--- src/rtl/plugboard_cfg.sv ---
// Runtime-programmable Enigma plugboard: involutive swap table, registered key lookup, press counter.
// Define PLUGBOARD_REV_EN to add a return-path lookup port sharing the same table.
module plugboard_cfg #(
    parameter int unsigned ALPHA     = 26,
    parameter int unsigned W         = 5,
    parameter int unsigned MAX_PAIRS = 13,
    parameter int unsigned CNT_W     = 16,
    localparam int unsigned PW       = $clog2(MAX_PAIRS + 1)
) (
    input  logic             clk,
    input  logic             rst,
    input  logic             cfg_valid,
    output logic             cfg_ready,
    input  logic [1:0]       cfg_op,
    input  logic [W-1:0]     cfg_a,
    input  logic [W-1:0]     cfg_b,
    output logic             cfg_done,
    output logic             cfg_err,
    input  logic             in_valid,
    output logic             in_ready,
    input  logic [W-1:0]     in_char,
    output logic             out_valid,
    output logic [W-1:0]     out_char,
    output logic             out_err,
`ifdef PLUGBOARD_REV_EN
    input  logic             rev_valid,
    input  logic [W-1:0]     rev_char,
    output logic             rev_ready,
    output logic             rev_out_valid,
    output logic [W-1:0]     rev_out_char,
`endif
    output logic [CNT_W-1:0] press_count,
    output logic [PW-1:0]    pair_count
);

    localparam logic [W:0]    ALPHA_X  = (W + 1)'(ALPHA);
    localparam logic [W-1:0]  LAST_IDX = W'(ALPHA - 1);
    localparam logic [PW-1:0] MAX_P    = PW'(MAX_PAIRS);
    localparam logic [1:0]    OP_CONN  = 2'd0;
    localparam logic [1:0]    OP_DISC  = 2'd1;
    localparam logic [1:0]    OP_CLEAR = 2'd2;

    typedef enum logic [2:0] {StIdle, StCheck, StReject, StWrite, StClear} state_e;

    state_e             state_q, state_d;
    logic [W-1:0]       map_q [ALPHA];
    logic [1:0]         op_q;
    logic [W-1:0]       a_q, b_q;
    logic [W-1:0]       clr_idx_q, clr_idx_d;
    logic [PW-1:0]      pair_q, pair_d;
    logic               done_q, done_d, err_q, err_d;
    logic [CNT_W-1:0]   press_q;
    logic               out_valid_q, out_err_q;
    logic [W-1:0]       out_char_q;

    function automatic logic in_range(input logic [W-1:0] c);
        return {1'b0, c} < ALPHA_X;
    endfunction

    logic         idle, key_acc, a_ok, b_ok, conn_ok, disc_ok;
    logic [W-1:0] map_a, map_b;

    assign idle    = (state_q == StIdle);
    assign key_acc = in_valid && idle;
    assign a_ok    = in_range(a_q);
    assign b_ok    = in_range(b_q);
    assign map_a   = map_q[a_q];
    assign map_b   = map_q[b_q];
    assign conn_ok = a_ok && b_ok && (a_q != b_q) && (map_a == a_q) && (map_b == b_q)
                     && (pair_q != MAX_P);
    assign disc_ok = a_ok && (map_a != a_q);

    always_comb begin
        state_d   = state_q;
        clr_idx_d = clr_idx_q;
        pair_d    = pair_q;
        done_d    = 1'b0;
        err_d     = 1'b0;
        unique case (state_q)
            StIdle: begin
                if (cfg_valid) state_d = StCheck;
            end
            StCheck: begin
                unique case (op_q)
                    OP_CONN:  state_d = conn_ok ? StWrite : StReject;
                    OP_DISC:  state_d = disc_ok ? StWrite : StReject;
                    OP_CLEAR: begin
                        state_d   = StClear;
                        clr_idx_d = '0;
                    end
                    default:  state_d = StReject;
                endcase
            end
            // Extra cycle keeps rejection latency equal to the write path.
            StReject: begin
                done_d  = 1'b1;
                err_d   = 1'b1;
                state_d = StIdle;
            end
            StWrite: begin
                done_d  = 1'b1;
                pair_d  = (op_q == OP_CONN) ? pair_q + PW'(1) : pair_q - PW'(1);
                state_d = StIdle;
            end
            StClear: begin
                clr_idx_d = clr_idx_q + W'(1);
                if (clr_idx_q == LAST_IDX) begin
                    pair_d  = '0;
                    done_d  = 1'b1;
                    state_d = StIdle;
                end
            end
            default: state_d = StIdle;
        endcase
    end

    always_ff @(posedge clk) begin
        if (rst) begin
            state_q   <= StIdle;
            op_q      <= '0;
            a_q       <= '0;
            b_q       <= '0;
            clr_idx_q <= '0;
            pair_q    <= '0;
            done_q    <= 1'b0;
            err_q     <= 1'b0;
        end else begin
            state_q   <= state_d;
            clr_idx_q <= clr_idx_d;
            pair_q    <= pair_d;
            done_q    <= done_d;
            err_q     <= err_d;
            if (cfg_valid && idle) begin
                op_q <= cfg_op;
                a_q  <= cfg_a;
                b_q  <= cfg_b;
            end
        end
    end

    // Table writes; the table is only read for keys while idle, so the sweep is never observed.
    always_ff @(posedge clk) begin
        if (rst) begin
            for (int i = 0; i < int'(ALPHA); i++) map_q[i] <= W'(i);
        end else if (state_q == StWrite) begin
            if (op_q == OP_CONN) begin
                map_q[a_q] <= b_q;
                map_q[b_q] <= a_q;
            end else begin
                map_q[a_q]   <= a_q;
                map_q[map_a] <= map_a;
            end
        end else if (state_q == StClear) begin
            map_q[clr_idx_q] <= clr_idx_q;
        end
    end

    always_ff @(posedge clk) begin
        if (rst) begin
            out_valid_q <= 1'b0;
            out_char_q  <= '0;
            out_err_q   <= 1'b0;
            press_q     <= '0;
        end else begin
            out_valid_q <= key_acc;
            if (key_acc) begin
                out_char_q <= in_range(in_char) ? map_q[in_char] : '0;
                out_err_q  <= !in_range(in_char);
                press_q    <= press_q + CNT_W'(1);
            end
        end
    end

`ifdef PLUGBOARD_REV_EN
    logic         rev_acc, rev_out_valid_q;
    logic [W-1:0] rev_out_char_q;

    assign rev_acc = rev_valid && idle;

    always_ff @(posedge clk) begin
        if (rst) begin
            rev_out_valid_q <= 1'b0;
            rev_out_char_q  <= '0;
        end else begin
            rev_out_valid_q <= rev_acc;
            if (rev_acc) rev_out_char_q <= in_range(rev_char) ? map_q[rev_char] : '0;
        end
    end

    assign rev_ready     = idle;
    assign rev_out_valid = rev_out_valid_q;
    assign rev_out_char  = rev_out_char_q;
`endif

    assign cfg_ready   = idle;
    assign in_ready    = idle;
    assign cfg_done    = done_q;
    assign cfg_err     = err_q;
    assign out_valid   = out_valid_q;
    assign out_char    = out_char_q;
    assign out_err     = out_err_q;
    assign press_count = press_q;
    assign pair_count  = pair_q;

endmodule

--- config.mk ---
export PLATFORM = sky130hd
export DESIGN_NAME = plugboard_cfg
export DESIGN_NICKNAME = d
export VERILOG_FILES = /design/src/rtl/plugboard_cfg.sv
export SDC_FILE = /design/constraint.sdc
export NUM_CORES = 1
export LEC_CHECK = 0
export ABC_AREA = 1
export BUFFER_PORTS_ARGS = -buffer_cell sky130_fd_sc_hd__buf_2
export CAP_MARGIN = 20
export CORE_AREA = 5 5 210 212
export CTS_CLUSTER_DIAMETER = 200
export DETAILED_ROUTE_END_ITERATION = 10
export DIE_AREA = 0 0 215 217
export SYNTH_ARGS = -nofsm -noshare
export SYNTH_HDL_FRONTEND = slang
export SYNTH_SLANG_ARGS = --single-unit
--- constraint.sdc ---
create_clock -name clk -period 4.5 [get_ports clk]
set_clock_uncertainty 0.05 [all_clocks]
set_input_delay 0.225 -clock clk [delete_from_list [all_inputs] [get_ports clk]]
set_output_delay 0.225 -clock clk [all_outputs]
set_load 0.02 [all_outputs]
=== Yosys cells after proc, flatten, opt, wreduce, memory -nomap -nowiden ===
Memory sizes are Yosys's and may differ from the RTL's. A register that Yosys moved wholly into a read port is not among the register bits.
Cells that the tools add are included.

* Register bits after elaboration: 49
* RAM bits: 130
* Input bits: 21
* Output and inout port bits: 31
* Logic and storage cells: 103
* Memories kept: 1

{| class="wikitable"
|+ Memories
! name !! depth !! bits a word !! read ports !! clocked after Yosys merged registers in !! write ports !! line !! RTL
|-
| map_q || 26 || 5 || 3 || 2 || 26 || 46 || <nowiki>logic [W-1:0] map_q [ALPHA];</nowiki>
|}

* Add/sub/neg operators: 4
* $lt $le $gt $ge: 3
* Equality and inequality tests: 15
* Mux-type cells: 46
* Bitwise logic cells: 1
* Reductions and logical operators: 21

{| class="wikitable"
|+ Operators by type and width
! cell !! number
|-
| $mux 5 || 15
|-
| $mux 1 || 22
|-
| $reduce_or 5->1 || 4
|-
| $pmux 3 s3 || 2
|-
| $add 16x1->16 const B || 1
|-
| $lt 5x5->1 const B || 3
|-
| $eq 5x5->1 || 2
|-
| $ne 5x5->1 || 2
|-
| $pmux 5 s2 || 1
|-
| $logic_and 1x1->1 || 8
|-
| $mux 4 || 2
|-
| $pmux 4 s2 || 1
|-
| $eq 3x2->1 const B || 2
|-
| $mux 3 || 2
|-
| $ne 2x2->1 const B || 3
|-
| $reduce_and 2->1 || 3
|-
| $add 5x1->5 const B || 1
|-
| $eq 5x5->1 const B || 1
|-
| $add 4x1->4 const B || 1
|-
| $ne 4x4->1 const B || 1
|-
| $reduce_bool 2->1 || 2
|-
| $sub 4x1->4 const B || 1
|-
| $eq 3x1->1 const B || 1
|-
| $eq 3x3->1 const B || 1
|-
| other kinds (8) || 8
|}

=== Depth between registers and ports, before layout ===
* Word-level depth: 9
* Mapped depth: 19
* Mapped depth without buffers: 17

=== Worst setup path after synthesis ===
No wires, ideal clock.

* Path kind: register to register
* Start: register with a tool-made name
* End: memory map_q[29][0], enable pin
* Setup time: 0.374 ns
* Arrival: 2.009 ns
* Data required time: 4.076 ns
* Path slack: 2.067 ns
* Stages on the path, launching flop included: 15
* Buffers on the path: 3
* Clock period less this slack: 2.433 ns
* Cells stage by stage: dfxtp_1 > buf_2 > inv_1 > buf_2 > nand3_1 > nand3_1 > nand2_1 > nand2_1 > nand3_1 > nand3_1 > nand2_2 > nor3_4 > nand2_1 > buf_2 > o21ai_0

{| class="wikitable"
|+ RTL lines
! element !! line
|-
| to (decl) || 46
|}

==> reports/metrics.cfg <==
[global_routing]
antenna_found_initial = 0
grt_pass1_vias = 14900
grt_max_degree = 81
grt_use_met3_pct = 3.95
grt_overflow = 0
busiest_layer = met2
met2_usage_pct = 38.2
grt_pass1_wl_mm = 88.8
grt_usage_pct = 24.2
grtUsageMet1_pct = 31.6

[cts]
cts-htree-levels = 1
cts_setup_buffers = 0
cts_inserted_buffers = 28
clkSinkCount = 219
cts_buffer_depth = 3
clk_transition_reported_paths_ps = 60
insertion_delay_ps = 570
tritoncts = done
cts_repair_resize_count = 0
root_buffer = clkbuf_16
ctsHoldBuffers = 9

[floorplan]
core-area_um2 = 41800
rows = 75
ios = 52
die-area_um2 = 46700
die_w_um = 215
fp.dieH_um = 217
start_util_pct = 34.8

[place]
port_buffers = 51
placed_area_um2 = 15200
dpl.cell_count = 2509
dp_hpwl_mm = 40.8
gp_congestion = 1.04

[sta]
period_share_pct = 81.6
rsz0062_at_grt = false
finalSetupTns_ps = 0
setup_viol = 0
worst_slew_pin_slew_ps = 1190
slew_headroom_pct = 20.3
min_period_ps = 3670
hold_slack_ps = 4.00
finalHoldViolations = 0
max_freq_mhz = 272
drv_slew = 0

[setup_path]
r2r_slack_ps = 830
arrival_ps = 3800
cp-start-kind = flip-flop
path_class = reg -> reg
crit_fanout = 80
cp_data_required_time_ps = 4630
worstSetupEndpointType = flip-flop

[yosys]
synth_edf_count = 160
synth_top_area_share_pct = 33.0
ys_async_sr_fraction_pct = 0
syn_inst = 2019
synth_top_cell_by_area = edfxtp_1
synth-seq-area-share_pct = 41.2
synth.most_common_cell = nand2_1
ys_ff_latch = 219
synthTopCellsByArea = edfxtp_1, nand2_1, nand3_1
yosysWarnings = 0
yosys.cell_types.count = 53
syn-cell-area_um2 = 14500
syn-num-nets = 2046
avgSynthCellArea_um2 = 7.20
synthFlopType = edfxtp_1
synth_common_cells = nand2_1, nand3_1, nor2_1, edfxtp_1, o22ai_1

[detailed_routing]
drc = 0
wl_per_cell_um = 22.9
num_vias = 15600
ant_nets = 0
routed_wl_mm = 58.9
drt_iter0_markers = 2479
routed_via_density = 6.06
drtPass1Iterations = 6

[power_and_ir_drop]
vdd_ir_drop_max_mv = 0.286
pwr_density_cell_nw_per_um2 = 387
total_power_uw = 6240
leakage_uw = 0.00601

[run]
cap_violations = 0

[layout]
area_growth_pct = 10.7
fillers = 4298
design_area_um2 = 16100
nets = 2036
final_cells = 2568
diodes = 0
drive_above_1_share_pct = 10.7

[hold_path]
hold_path.class = in -> reg

[run_status]
outcome = complete, no violations

==> area by class of cell <==
type / count / area (um2) / share of cell area [%]
multi-input cells: 1503 / 7340 / 45.6
flip-flops and latches: 219 / 5990 / 37.2
clock buffers: 41 / 801 / 4.97
well taps: 539 / 674 / 4.19
inverters: 164 / 629 / 3.91
repair buffers: 93 / 613 / 3.81
clock inverters: 9 / 55.1 / 0.342
==> sequential cells by signal (all words and copies together), names as in the netlist, 2 cells and up, named ones only <==
name,cells
op_q,2
b_q,5
state_q,3
pair_count,4
press_count,16
a_q,5
out_char,5
clr_idx_q,5
map_q,160
==> logic make-up (layout without fill, tap and decap cells) <==
kind of cell    Yosys count  count (layout)  synth area share (%)
xor+xnor                  8               8                 0.482
buf+inv                 297             307                  8.34
compound gates          414             414                  17.1
simple gates           1075            1075                  32.4
fa+ha+maj                 6               6                 0.568
flops                   219             219                  41.2
==> critical path: stages, from the launching register on <==
cell and delay (ps):
dfxtp_2 350, buf_4 720, nand2_1 120, nand3_1 130, nand3_1 80, nand2_1 120
nand2_1 60, nand3_1 230, nand3_4 120, nand2_4 100, inv_2 60, nor3_4 350
nand2_1 360, o21ai_0 390
==> where the power goes <==
group          leakage, uW  switching (uW)  total [uW]  internal [uW]
Sequential         0.00190            86.9        2330           2240
Clock             0.000419             895        2120           1230
Combinational      0.00369            1330        1790            462
Total              0.00601            2310        6240           3930
==> cell usage in the layout, fill, tap and decap left out, types with 32 or more instances in the layout <==
master      n
buf_2      51
inv_1     124
buf_4      32
o21ai_0   128
nor2_1    162
o22ai_1   153
a21oi_1    46
nand3_1   313
dfxtp_1    57
inv_2      32
nand2_1   541
edfxtp_1  160
==> routing by layer <==
layer  part of all wire, %  vias to the layer above  wire length, um
met3                    12                      242             6820
met1                    38                     7326            22300
li1                      -                     6945                -
met4                   6.6                        0             3870
met5                     0                        -                0
met2                    44                     1054            26000
==> stage by stage <==
step	util (%)	setup slack (ps)
after floorplan	-	2070
after global placement	36.2	1060
after detailed placement	36.3	1010
after CTS	38.6	968
after global routing	38.6	596
final	38.6	830
==> path summary, 6_finish.rpt <==
check	from	end	cells past startpoint
setup reg to reg	flip-flop	map_q[29][4]	13
hold reg to reg	out_char[4]	out_char[4]	2
hold / removal	cfg_b[3]	b_q[3]	3
setup / recovery	flip-flop	map_q[29][4]	13
(Power assumes the default switching activity.)
